<file path="src/rtl/irm_pkg.sv">
// Shared types and constants for the inference run monitor.
package irm_pkg;

    typedef enum logic [1:0] {
        IDLE    = 2'd0,
        RUN     = 2'd1,
        DONE    = 2'd2,
        TIMEOUT = 2'd3
    } state_e;

    localparam int REG_IDX_W  = 5;
    localparam int LAT_CORE_W = 3;

    // Latency FIFO entry layout for the default 32-bit data width.
    typedef struct packed {
        logic [LAT_CORE_W-1:0] core;
        logic [28:0]           lat;
    } lat_entry_t;

endpackage

</file>
<file path="src/rtl/irm_core_tracker.sv">
// Per-core snooper: holds image/correct shadows and the exit flag, and
// pulses img_evt_o when a new non-zero image index is written.
module irm_core_tracker
    import irm_pkg::*;
#(
    parameter int DWidth   = 32,
    parameter int ExitReg  = 25,
    parameter int ImgReg   = 26,
    parameter int CorrReg  = 27,
    parameter int ExitCode = 99999
) (
    input  logic                 clk_i,
    input  logic                 rst_i,
    input  logic                 clr_i,
    input  logic                 active_i,
    input  logic                 wb_valid_i,
    input  logic [REG_IDX_W-1:0] wb_rd_i,
    input  logic [DWidth-1:0]    wb_data_i,
    output logic [DWidth-1:0]    corr_o,
    output logic                 exit_o,
    output logic                 exit_set_o,
    output logic                 img_evt_o
);

    logic [DWidth-1:0] img_q, img_d;
    logic [DWidth-1:0] corr_q, corr_d;
    logic              exit_q, exit_d;
    logic              wr;

    // Decode one write-back; an exited core no longer updates anything.
    always_comb begin
        img_d      = img_q;
        corr_d     = corr_q;
        exit_d     = exit_q;
        img_evt_o  = 1'b0;
        exit_set_o = 1'b0;
        wr = active_i && wb_valid_i && (wb_rd_i != '0) && !exit_q;
        if (wr) begin
            if (wb_rd_i == REG_IDX_W'(ImgReg)) begin
                if (wb_data_i != img_q) begin
                    img_d     = wb_data_i;
                    img_evt_o = (wb_data_i != '0);
                end
            end else if (wb_rd_i == REG_IDX_W'(CorrReg)) begin
                corr_d = wb_data_i;
            end else if (wb_rd_i == REG_IDX_W'(ExitReg) && wb_data_i == DWidth'(ExitCode)) begin
                exit_d     = 1'b1;
                exit_set_o = 1'b1;
            end
        end
    end

    // Shadow registers, cleared on reset and on run start.
    always_ff @(posedge clk_i) begin
        if (rst_i || clr_i) begin
            img_q  <= '0;
            corr_q <= '0;
            exit_q <= 1'b0;
        end else begin
            img_q  <= img_d;
            corr_q <= corr_d;
            exit_q <= exit_d;
        end
    end

    assign corr_o = corr_q;
    assign exit_o = exit_q;

endmodule

</file>
<file path="src/rtl/inference_run_monitor.sv">
// Run monitor for NumCores MLP inference cores: FSM, aggregate counters and
// optional per-image latency FIFO (enabled by defining LAT_FIFO_EN).
module inference_run_monitor
    import irm_pkg::*;
#(
    parameter int DWidth        = 32,
    parameter int NumCores      = 1,
    parameter int NumOfTest     = 10,
    parameter int ExitReg       = 25,
    parameter int ImgReg        = 26,
    parameter int CorrReg       = 27,
    parameter int ExitCode      = 99999,
    parameter int TimeoutCycles = 0,
    parameter int LatDepth      = 16
) (
    input  logic                           clk_i,
    input  logic                           rst_i,
    input  logic                           start_i,
    input  logic [NumCores-1:0]            wb_valid_i,
    input  logic [NumCores*REG_IDX_W-1:0]  wb_rd_i,
    input  logic [NumCores*DWidth-1:0]     wb_data_i,
    output logic                           busy_o,
    output logic                           done_o,
    output logic                           timeout_o,
    output logic [NumCores-1:0]            core_exit_o,
    output logic [DWidth-1:0]              correct_tot_o,
    output logic [DWidth-1:0]              image_tot_o,
    output logic [63:0]                    cycle_o,
    output logic                           lat_valid_o,
    output logic [DWidth-1:0]              lat_data_o,
    input  logic                           lat_ready_i,
    output logic                           lat_ovf_o
);

    state_e state_q, state_d;
    logic   clr, run;
    logic [NumCores-1:0][DWidth-1:0] corr;
    logic [NumCores-1:0] exit_q, exit_set, evt;
    logic [DWidth-1:0]   corr_sum, correct_tot_q, image_tot_q;
    logic [DWidth:0]     img_sum;
    logic [3:0]          n_evt;
    logic [63:0]         cycle_q;

    assign run = (state_q == RUN);
    assign clr = start_i && !run;

    for (genvar c = 0; c < NumCores; c++) begin : g_core
        irm_core_tracker #(
            .DWidth(DWidth), .ExitReg(ExitReg), .ImgReg(ImgReg),
            .CorrReg(CorrReg), .ExitCode(ExitCode)
        ) u_trk (
            .clk_i      (clk_i),
            .rst_i      (rst_i),
            .clr_i      (clr),
            .active_i   (run),
            .wb_valid_i (wb_valid_i[c]),
            .wb_rd_i    (wb_rd_i[c*REG_IDX_W +: REG_IDX_W]),
            .wb_data_i  (wb_data_i[c*DWidth +: DWidth]),
            .corr_o     (corr[c]),
            .exit_o     (exit_q[c]),
            .exit_set_o (exit_set[c]),
            .img_evt_o  (evt[c])
        );
    end

    // FSM state register.
    always_ff @(posedge clk_i) begin
        if (rst_i) state_q <= IDLE;
        else       state_q <= state_d;
    end

    // Next state: the last exit takes priority over a coincident timeout.
    always_comb begin
        state_d = state_q;
        case (state_q)
            RUN: begin
                if (&(exit_q | exit_set))
                    state_d = DONE;
                else if (TimeoutCycles != 0 && cycle_q == 64'(TimeoutCycles - 1))
                    state_d = TIMEOUT;
            end
            default: if (start_i) state_d = RUN;
        endcase
    end

    // FSM outputs.
    always_comb begin
        busy_o    = (state_q == RUN);
        done_o    = (state_q == DONE);
        timeout_o = (state_q == TIMEOUT);
    end

    // Sum of correct shadows and number of image events this cycle.
    always_comb begin
        corr_sum = '0;
        n_evt    = '0;
        for (int c = 0; c < NumCores; c++) begin
            corr_sum = corr_sum + corr[c];
            n_evt    = n_evt + {3'b0, evt[c]};
        end
        img_sum = {1'b0, image_tot_q} + (DWidth+1)'(n_evt);
    end

    // Aggregate counters; image total and cycle count saturate.
    always_ff @(posedge clk_i) begin
        if (rst_i || clr) begin
            correct_tot_q <= '0;
            image_tot_q   <= '0;
            cycle_q       <= '0;
        end else begin
            correct_tot_q <= corr_sum;
            image_tot_q   <= img_sum[DWidth] ? '1 : img_sum[DWidth-1:0];
            if (run && cycle_q != '1) cycle_q <= cycle_q + 64'd1;
        end
    end

    assign core_exit_o   = exit_q;
    assign correct_tot_o = correct_tot_q;
    assign image_tot_o   = image_tot_q;
    assign cycle_o       = cycle_q;

`ifdef LAT_FIFO_EN
    localparam int PW = $clog2(LatDepth);

    logic [NumCores-1:0][63:0]     stamp_q;
    logic [DWidth-1:0]             mem_q [LatDepth];
    logic [PW-1:0]                 wr_q, rd_q, wr_d;
    logic [PW:0]                   cnt_q, cnt_d;
    logic                          ovf_q, ovf_set, pop;
    logic [NumCores-1:0]           push_en;
    logic [NumCores-1:0][PW-1:0]   push_idx;
    logic [NumCores-1:0][DWidth-1:0] entry;
    logic [63:0]                   lat;

    assign pop = (cnt_q != '0) && lat_ready_i;

    // Allocate FIFO slots to this cycle's events in ascending core order.
    always_comb begin
        int n;
        int free;
        n        = 0;
        free     = LatDepth - int'(cnt_q) + (pop ? 1 : 0);
        ovf_set  = 1'b0;
        push_en  = '0;
        push_idx = '0;
        entry    = '0;
        lat      = '0;
        for (int c = 0; c < NumCores; c++) begin
            lat      = cycle_q - stamp_q[c];
            entry[c] = {LAT_CORE_W'(c), lat[DWidth-4:0]};
            push_idx[c] = wr_q + n[PW-1:0];
            if (evt[c]) begin
                if (n < free) begin
                    push_en[c] = 1'b1;
                    n = n + 1;
                end else begin
                    ovf_set = 1'b1;
                end
            end
        end
        wr_d  = wr_q + n[PW-1:0];
        cnt_d = cnt_q + n[PW:0] - {{PW{1'b0}}, pop};
    end

    // FIFO pointers, overflow flag and per-core timestamps.
    always_ff @(posedge clk_i) begin
        if (rst_i || clr) begin
            wr_q    <= '0;
            rd_q    <= '0;
            cnt_q   <= '0;
            ovf_q   <= 1'b0;
            stamp_q <= '0;
        end else begin
            wr_q  <= wr_d;
            cnt_q <= cnt_d;
            if (pop) rd_q <= rd_q + PW'(1);
            if (ovf_set) ovf_q <= 1'b1;
            for (int c = 0; c < NumCores; c++)
                if (evt[c]) stamp_q[c] <= cycle_q;
        end
    end

    // FIFO storage; stale contents are masked by the valid count.
    always_ff @(posedge clk_i) begin
        for (int c = 0; c < NumCores; c++)
            if (push_en[c]) mem_q[push_idx[c]] <= entry[c];
    end

    assign lat_valid_o = (cnt_q != '0);
    assign lat_data_o  = lat_valid_o ? mem_q[rd_q] : '0;
    assign lat_ovf_o   = ovf_q;
`else
    logic unused_lat_ready;
    assign unused_lat_ready = lat_ready_i;
    assign lat_valid_o = 1'b0;
    assign lat_data_o  = '0;
    assign lat_ovf_o   = 1'b0;
`endif

endmodule

</file>
<file path="config.mk">
export PLATFORM = sky130hd
export DESIGN_NAME = inference_run_monitor
export DESIGN_NICKNAME = d
export VERILOG_FILES = /design/src/rtl/irm_pkg.sv /design/src/rtl/irm_core_tracker.sv /design/src/rtl/inference_run_monitor.sv
export SDC_FILE = /design/constraint.sdc
export NUM_CORES = 1
export LEC_CHECK = 0
export BUFFER_PORTS_ARGS = -buffer_cell sky130_fd_sc_hd__buf_2
export CORE_AREA = 2 2 135 137
export CTS_BUF_LIST = sky130_fd_sc_hd__clkbuf_4 sky130_fd_sc_hd__clkbuf_8
export CTS_CLUSTER_DIAMETER = 60
export DETAILED_ROUTE_END_ITERATION = 8
export DIE_AREA = 0 0 137 139
export PLACE_DENSITY = 0.8
export SLEW_MARGIN = 30
export SYNTH_ARGS = -nofsm -noshare
export SYNTH_HDL_FRONTEND = slang
export SYNTH_SLANG_ARGS = --single-unit
export TNS_END_PERCENT = 1
</file>
<file path="constraint.sdc">
create_clock -name clk_i -period 5.9 [get_ports clk_i]
set_clock_uncertainty 0.15 [all_clocks]
set_input_delay 1.475 -clock clk_i [delete_from_list [all_inputs] [get_ports clk_i]]
set_output_delay 1.475 -clock clk_i [all_outputs]
set_load 0.005 [all_outputs]
</file>
Word level (Yosys, flattened, before mapping)
Cells that the tools add are included.
Storage, ports and cells
  bits in registers: 195
  logic and storage cells: 49
  output and inout port bits: 166
  input bits: 42
Cells by class
  bitwise operators: 3
  muxes and demuxes: 11
  reductions and logical operators: 16
  $add $sub $neg: 2
  equal/unequal tests: 10
Operator list (count)
  $add A64 B1 Y64 const B: 1
  $ne A64 B64 Y1 const B: 1
  $add A32 B1 Y33: 1
  $eq A32 B17 Y1 const B: 1
  $mux W32: 1
  $ne A32 B32 Y1: 1
  $reduce_bool A32 Y1: 1
  $eq A5 B5 Y1 const B: 3
  $mux W1: 7
  $logic_and A1 B1 Y1: 6
  $mux W2: 3
  $reduce_and A3 Y1: 2
  $reduce_bool A5 Y1: 1
  $eq A2 B2 Y1 const B: 2
  $reduce_and A4 Y1: 1
  $eq A2 B1 Y1 const B: 1
  $logic_not A1 Y1: 2
  $ne A2 B2 Y1 const B: 1
  $not A1 Y1: 2
  $reduce_and A2 Y1: 1
  $reduce_bool A2 Y1: 1
  $logic_or A1 B1 Y1: 1
  $or A1 B1 Y1: 1

Depth between registers and ports, before layout
Gate-level depths: netlist (run 1).
  depth in word-level cells: 9
  mapped depth: 17
  depth with buffers taken out: 12

Cells and area by module
Synthesis (run 1) repeated with hierarchy kept, for this count alone.
Unflattened totals
  cell total of the unflattened synthesis: 1041
  area total of the unflattened synthesis: 8898.5 um2
Modules (own cells, without submodules)
  inference_run_monitor: instances 1, cells an instance 695, sequential area each 2602.5 um2, area each 5998.3 um2
  irm_core_tracker: instances 1, cells an instance 346, sequential area each 1301.2 um2, area each 2900.3 um2

Least setup slack after synthesis (run 1)
No wires, ideal clock.
  kind: input-to-reg
  start: in wb_rd_i[2]
  end: reg image_tot_q[30], in the netlist image_tot_o[30]
  required time: 5.634 ns
  path slack: 1.253 ns
  arrival time: 4.381 ns
  stages on the path: 14
  library setup time: 0.116 ns
  buffers on the path: 3
  cell sequence: nand4b_1 -> nor4_1 -> nor2b_1 -> o21ai_0 -> clkbuf_1 -> clkbuf_1 -> a31oi_1 -> ha_1 -> nand4_1 -> or3_1 -> clkbuf_1 -> nor4_1 -> and4b_1 -> nor3_1
Between the ends
  longest elaborated chain between the ends: 6
  elaborated cells on any way between the ends: 8
  those cells by class: add/sub: 1; eq/ne: 1; mux: 3; reduce/logical: 3
Ends and longest elaborated chain
  from (decl): RTL line inference_run_monitor.sv:20  | input logic [NumCores*REG_IDX_W-1:0] wb_rd_i,
  $reduce_bool A5 Y1: RTL line irm_core_tracker.sv:37  | wr = active_i && wb_valid_i && (wb_rd_i != '0) && !exit_q;
  $logic_and A1 B1 Y1 (2 in a row): RTL line irm_core_tracker.sv:37
  $mux W1 *: RTL line irm_core_tracker.sv:38  | if (wr) begin
  $add A32 B1 Y33 *: RTL line inference_run_monitor.sv:101  | img_sum = {1'b0, image_tot_q} + (DWidth+1)'(n_evt);
  $mux W32 *: RTL line inference_run_monitor.sv:112  | image_tot_q <= img_sum[DWidth] ? '1 : img_sum[DWidth-1:0];
  to (signal assigned): RTL line inference_run_monitor.sv:112
  to (decl): RTL line inference_run_monitor.sv:39  | logic [DWidth-1:0] corr_sum, correct_tot_q, image_tot_q;
Every way passes the cells marked *; elsewhere a longest branch is shown, timed or not.
A chain may end at the register's enable or synchronous reset.

Final worst setup path (run 1)
Same ends and word-level chain as after synthesis.

==> key figures, run 1 <==
Logic synthesis
  – FF+latch count, synth: 195
  – Synth Area per Inst: 8.52 µm²
  – Top cell type's share of synthesized area: 0.449
  – Top_reg_cell synth: dfxtp_1
  – Netlist cell types: 60
  – EDFF count, synth: 0
  – Mapped Cells: 1,021
  – Synthesis warning total: 0
  – Main area contributors after synthesis: dfxtp_1 45%, xor2_1 6.7%, nand2_1 6.3%
  – Sequential area share after synthesis: 0.449
  – Synthesized cell area: 8700 µm²
  – Cell taking the most area after synthesis: dfxtp_1
  – Ys async rst share: 0

Routing
  – Post-route DRC: 0
  – Post-route ant nets: 0
  – Detailed Route WL: 20.9 mm
  – DRT Pass-1 Iters: 5
  – WL per Instance: 14.8 µm
  – Via/cell ratio: 5.44
  – DR iter-0 viols: 420
  – Via Count: 7,665

Clock network
  – CTS root buf: clkbuf_8
  – Max Root-Sink Buffers: 2
  – CTS tree: yes
  – Num CTS Buffers: 17
  – Post-CTS Setup Inserts: 0
  – Sink Count: 195
  – Post-CTS sizing: 0
  – Cts hold-fix bufs: 0
  – Htree depth: 4
  – Clock-pin slew on the worst setup and hold paths: 0.10 ns
  – Worst-skew pair later-pin latency: 0.46 ns

Global route
  – Overflow after GRT: 0
  – Vias in the first global route: 7,017
  – First-pass GRT wire length: 34.2 mm
  – Largest net degree at the start of global routing: 79
  – Initial antenna violation count: 0
  – GRT Total Usage: 0.220

Power and ir drop
  – Share of power burned in combinational logic: 0.047
  – NetSw: 0.571 mW
  – Sequential Power Share: 0.580
  – Int Power: 1.70 mW
  – Pwr/cell area: 228 nW/µm²
  – Leak: 3.91 nW
  – Clk pwr share: 0.374
  – VDD IR-drop max: 0.142 mV
  – Switch share: 0.251

Worst setup path
  – Crit path DAT: 4.82 ns
  – Crit end category: register
  – Critical path's slowest cell: nor4_1
  – WP data required: 6.08 ns
  – CP max stage delay: 0.59 ns
  – WS Path Type: primary input to register
  – Most used cell, CP: nor4_1
  – CP Max Fanout: 6
  – Cell Chain, Critical Path: buf_2, nand4b_1, nor4_1, nor2b_1, o21ai_4, a31oi_1, ha_1, nand4_1, or3_1, nor4_1, and4b_1, nor3_1
  – Critical path startpoint category: primary input

Place
  – Setup WS pre-CTS: 0.600 ns
  – Routability cong.: 0.876
  – DP Area: 9590 µm²
  – Port Buffers: 172
  – Dpl hpwl: 14.9 mm

STA
  – Final TNS setup: 0 ns
  – Endpoints failing setup: 0
  – Period minus WS final: 4.64 ns
  – Fmax: 216 MHz
  – Tcrit/Tclk final: 0.786
  – RSZ-0062 raised after global routing: no
  – Final WS setup: 1.26 ns
  – Endpoints failing hold: 0
  – Max-slew headroom: 0.451
  – Least-Margin Pin Slew: 0.818 ns
  – Slew Viols, Final: 0

Status
  – Status: completed

Layout
  – Finished Cell Area: 9970 µm²
  – Share of post-route cells with drive strength above 1: 0.214
  – Area delta synth->final: 14.6%
  – Antenna cell count: 0
  – Final #Nets: 1,211

Hold path
  – Hold/Removal Path Class: register to register

Flow run
  – Max cap viols: 0

Die
  – # IOs: 208
  – Initial Util: 0.493
  – Die width: 137 µm
  – DIE HEIGHT: 139 µm
  – Die ar.: 19,000 µm²
  – Row Count: 49
  – Core Box Area: 17,700 µm²
==> worst max-delay path: cells and delay by family <==
kind / cells / cell delay, ns
AND/OR/NAND/NOR: 8 / 2.58
adder cells (fa/ha/maj): 1 / 0.27
buffers and inverters: 1 / 0.09
AO/OA/AOI/OAI: 2 / 0.40
==> placed cells by master (no fill, tap or decap), drive strengths merged, types with 2 or more instances in the layout <==
cell / n
nor2: 51
o311ai: 2
o211ai: 6
ha: 3
o211a: 2
nand4: 45
o31ai: 10
nor4: 29
clkbuf: 19
or3: 16
xnor2: 14
buf: 179
o31a: 2
nand3: 72
or4: 21
mux2i: 6
dfxtp: 195
nor2b: 3
and2: 38
or2: 6
nand2: 145
a31oi: 3
inv: 11
clkinv: 7
o21a: 4
and4: 5
conb: 34
o41ai: 3
nor3: 15
o21ai: 50
and3: 8
nand2b: 10
or4b: 2
xor2: 68
a21oi: 86
==> routing by layer <==
| metal | part of all wire | global-route usage |
|---|---|---|
| met5 | 0 | 0 |
| met4 | 0.024 | 0.0803 |
| met3 | 0.066 | 0.0493 |
| met2 | 0.47 | 0.351 |
| met1 | 0.44 | 0.291 |
==> synth_stat cells, drive strengths merged, types with 10 or more instances <==
cell,instances
o31ai,10
buf,45
a21oi,86
and2,38
clkbuf,40
nor4,29
xnor2,14
nor3,15
o21ai,50
nand3,72
xor2,68
nand4,45
dfxtp,195
nand2,145
or3,16
or4,21
nand2b,10
nor2,51
==> path summary, 6_finish.rpt <==
check | start | end | slack (ns) | depth (start not counted)
max | wb_rd_i[2] | image_tot_o[30] | 1.26 | 12
min | g_core[0].u_trk.corr_o[15] | g_core[0].u_trk.corr_o[15] | 0.30 | 2
max reg2reg | state_q[1] | image_tot_o[30] | 1.63 | 11
min reg2reg | g_core[0].u_trk.corr_o[15] | g_core[0].u_trk.corr_o[15] | 0.30 | 2
==> sequential cells by signal (all words and copies together), names as in the netlist <==
| name | cells |
|---|---|
| cycle_o | 64 |
| correct_tot_o | 32 |
| g_core.u_trk.corr_o | 32 |
| g_core.u_trk.img_q | 32 |
| image_tot_o | 32 |
| state_q | 2 |
| g_core.u_trk.exit_o | 1 |
==> metrics by stage <==
stage | instances | power, mW | util | hold slack, ns
2_1_floorplan | 1054 | 1.43 | - | 0.280
5_1_grt | 1408 | 2.36 | 0.565 | 0.323
6_report | 1408 | 2.28 | 0.565 | 0.304
3_5_place_dp | 1376 | 1.45 | 0.543 | 0.292
3_3_place_gp | 1375 | 1.45 | 0.541 | 0.285
4_1_cts | 1408 | 2.29 | 0.565 | 0.306
==> cell families (layout without fill, tap and decap cells) <==
family,count (synthesis),count (layout),synth area share
muxes,6,6,0.00690
adders and majority gates,3,3,0.00431
AOI/OAI and AO/OA,171,171,0.114
and+or+nand+nor,470,470,0.282
other,1,34,0.000431
xor gates and xnor gates,82,82,0.0834
buffers and inverters,93,218,0.0602
DFF,195,195,0.449
==> cell type report <==
type,count,area (µm²)
flip-flops and latches,195,3900
multi-input cells,766,4440
repair buffers,179,933
fillers,1625,7680
clock inverters,13,128
well taps,229,287
inverters,7,26.3
clock buffers,19,255
==> power groups by stage <==
stage          sequential (mW)  clock, mW  combinational (mW)
6_report                  1.32      0.850               0.106
5_1_grt                   1.32      0.924               0.117
4_1_cts                   1.32      0.867               0.105
3_5_place_dp              1.35          0               0.104
3_3_place_gp              1.35          0               0.101
2_1_floorplan             1.35          0              0.0772
Note: power is estimated with default switching activity, not from simulation.
==> run 2, diff against run 1 <==
--- a/config.mk
+++ b/config.mk
@@ -11,7 +11,7 @@
 export CTS_CLUSTER_DIAMETER = 60
 export DETAILED_ROUTE_END_ITERATION = 8
 export DIE_AREA = 0 0 137 139
-export PLACE_DENSITY = 0.8
+export PLACE_DENSITY = 0.83
 export SLEW_MARGIN = 30
 export SYNTH_ARGS = -nofsm -noshare
 export SYNTH_HDL_FRONTEND = slang
==> constraint.sdc (replaced) <==
create_clock -name clk_i -period 4.1 [get_ports clk_i]
set_clock_uncertainty 0.15 [all_clocks]
set_input_delay 1.025 -clock clk_i [delete_from_list [all_inputs] [get_ports clk_i]]
set_output_delay 1.025 -clock clk_i [all_outputs]
set_load 0.005 [all_outputs]
==> key figures, run 2 (synthesis results as in run 1) <==
Worst setup path
  – Crit path DAT: 3.97 ns (was 4.82 ns)
  – CP Depth: 15 (was 12)
  – Cell Chain, Critical Path: buf_2, nand4b_1, nor4_1, nor2b_1, o21ai_4, a31oi_1, buf_4, ha_1, nand4_1, or3_1, nor3_1, buf_4, nand4_1, mux2i_1, nor2_1 (was buf_2, nand4b_1, nor4_1, nor2b_1, o21ai_4, a31oi_1, ha_1, nand4_1, or3_1, nor4_1, and4b_1, nor3_1)
  – WP data required: 4.29 ns (was 6.08 ns)
  – Worst r2r dst: image_tot_o[24] (was image_tot_o[30])
  – Delay-heaviest family, CP: simple AND/OR/NAND/NOR gates (unchanged)
  – CP max stage delay: 0.53 ns (was 0.59 ns)
  – WS Path Type: primary input to register (unchanged)
  – Reg2Reg Depth: 14 (was 11)
  – CP Buf/Inv Count: 3 (was 1)
  – Critical path startpoint category: primary input (unchanged)
  – CP Max Fanout: 6 (unchanged)
  – Worst Setup SP: wb_rd_i[2] (unchanged)
  – Origin of the critical flop-to-flop path: state_q[1] (unchanged)
  – Critical path's slowest cell: or3_1 (was nor4_1)
  – Crit end category: register (unchanged)
  – Flop2flop setup slack: 0.57 ns (was 1.63 ns)

Global route
  – Overflow after GRT: 0 (unchanged)
  – Initial antenna violation count: 0 (unchanged)
  – Largest net degree at the start of global routing: 97 (was 79)
  – First-pass GRT wire length: 34.5 mm (was 34.2 mm)
  – GRT Total Usage: 0.222 (was 0.220)
  – Vias in the first global route: 7,110 (was 7,017)

Clock network
  – CTS root buf: clkbuf_8 (unchanged)
  – Cts hold-fix bufs: 0 (unchanged)
  – Sink Count: 195 (unchanged)
  – Htree depth: 4 (unchanged)
  – Max Root-Sink Buffers: 2 (unchanged)
  – CTS tree: yes (unchanged)
  – Num CTS Buffers: 17 (unchanged)
  – Post-CTS Setup Inserts: 0 (unchanged)
  – Worst-skew pair later-pin latency: 0.47 ns (was 0.46 ns)
  – Clock-pin slew on the worst setup and hold paths: 0.10 ns (about the same)
  – Post-CTS sizing: 0 (unchanged)

Hold path
  – Hold path start: g_core[0].u_trk.corr_o[9] (was g_core[0].u_trk.corr_o[15])
  – Endpoint, Worst Hold: g_core[0].u_trk.corr_o[9] (was g_core[0].u_trk.corr_o[15])
  – Hold Path Stages: 2 (unchanged)
  – Hold/Removal Path Class: register to register (unchanged)

STA
  – Tcrit/Tclk final: 0.922
  – Period minus WS final: 3.78 ns
  – RSZ-0062 raised after global routing: no (unchanged)
  – Slew Viols, Final: 0 (unchanged)
  – Max-slew headroom: 0.412 (was 0.451)
  – Final TNS setup: 0 ns (unchanged)
  – Endpoints failing hold: 0 (unchanged)
  – Fmax: 265 MHz
  – Endpoints failing setup: 0 (unchanged)
  – Least-Margin Pin Slew: 0.875 ns (was 0.818 ns)

Layout
  – Commonest non-fill, non-tap cell in the layout: dfxtp_1 (unchanged)
  – Area delta synth->final: 16.4% (was 14.6%)
  – Non-Filler Instances: 1,425 (was 1,408)
  – Share of post-route cells with drive strength above 1: 0.222 (was 0.214)
  – Final #Nets: 1,228 (was 1,211)
  – Antenna cell count: 0 (unchanged)
  – Most frequent cells in the layout: 195 x dfxtp_1, 172 x buf_2, 144 x nand2_1 (was 195 x dfxtp_1, 172 x buf_2, 143 x nand2_1)
  – Max reg flops: 64 (unchanged)

Die
  – Initial Util: 0.493 (unchanged)
  – DIE HEIGHT: 139 µm (unchanged)
  – Core Box Area: 17,700 µm² (unchanged)
  – # IOs: 208 (unchanged)
  – Die width: 137 µm (unchanged)
  – Row Count: 49 (unchanged)
  – Die ar.: 19,000 µm² (unchanged)

Power and ir drop
  – Leak: 4.00 nW (was 3.91 nW)
  – Int Power: 2.58 mW (was 1.70 mW)
  – VDD IR-drop max: 0.245 mV (was 0.142 mV)
  – Clk pwr share: 0.396 (was 0.374)
  – Pwr/cell area: 335 nW/µm² (was 228 nW/µm²)
  – NetSw: 0.819 mW (was 0.571 mW)
  – Share of power burned in combinational logic: 0.045 (was 0.047)
  – Switch share: 0.241 (was 0.251)
  – Sequential Power Share: 0.559 (was 0.580)

Place
  – Dpl hpwl: 15.2 mm (was 14.9 mm)
  – Routability cong.: 0.862 (was 0.876)
  – Placed instance count: 1,393 (was 1,376)
  – Port Buffers: 172 (unchanged)

Routing
  – WL per Instance: 14.9 µm (was 14.8 µm)
  – Via Count: 7,816 (was 7,665)
  – Detailed Route WL: 21.3 mm (was 20.9 mm)
  – Via/cell ratio: 5.48 (was 5.44)
  – Post-route ant nets: 0 (unchanged)
  – DR iter-0 viols: 435 (was 420)
  – DRT Pass-1 Iters: 5 (unchanged)
  – Post-route DRC: 0 (unchanged)

Flow run
  – Max cap viols: 0 (unchanged)

Status
  – Status: completed (unchanged)
-- run 2: how the worst max path moves through the flow --
stage	to
3_5_place_dp	image_tot_o[24]
3_3_place_gp	image_tot_o[24]
5_1_grt	image_tot_o[7]
4_1_cts	image_tot_o[24]
2_1_floorplan	image_tot_o[24]
6_report	image_tot_o[24]
-- run 2: layout make-up --
class	instances	area, µm²
well taps	229	287
inverters	7	26.3
clock buffers	19	255
fillers	1605	7520
multi-input cells	766	4430
repair buffers	196	1050
clock inverters	13	174
flip-flops and latches	195	3900
-- run 2: worst min-delay path: cells and delay by family, from the launching register on --
family	cells	cell delay (ns)
AO/OA/AOI/OAI	1	0.05
flip-flops	1	0.32
AND/OR/NAND/NOR	1	0.05
-- run 2: per-layer routing --
layer | global-route usage | share of wire | vias up
met2 | 0.352 | 0.47 | 295
met3 | 0.0428 | 0.068 | 47
li1 | - | - | 3850
met4 | 0.0950 | 0.028 | 0
met1 | 0.292 | 0.43 | 3624
met5 | 0 | 0 | -
-- run 2: power by group through the flow --
stage	logic [mW]	registers (mW)	clock network [mW]
6_report	0.152	1.90	1.34
2_1_floorplan	0.111	1.94	0
3_3_place_gp	0.150	1.94	0
3_5_place_dp	0.151	1.94	0
5_1_grt	0.169	1.90	1.44
4_1_cts	0.152	1.90	1.38
-- run 2: metrics by stage --
stage / util / setup slack [ns] / cell area [µm²] / total power [mW] / hold WS [ns]
2_1_floorplan: - / -0.0822 / 8830 / 2.05 / 0.280
3_3_place_gp: 0.550 / -0.0353 / 9700 / 2.09 / 0.284
3_5_place_dp: 0.550 / -0.145 / 9700 / 2.09 / 0.291
4_1_cts: 0.574 / 0.351 / 10100 / 3.43 / 0.307
5_1_grt: 0.574 / 0.150 / 10100 / 3.51 / 0.320
6_report: 0.574 / 0.320 / 10100 / 3.39 / 0.304
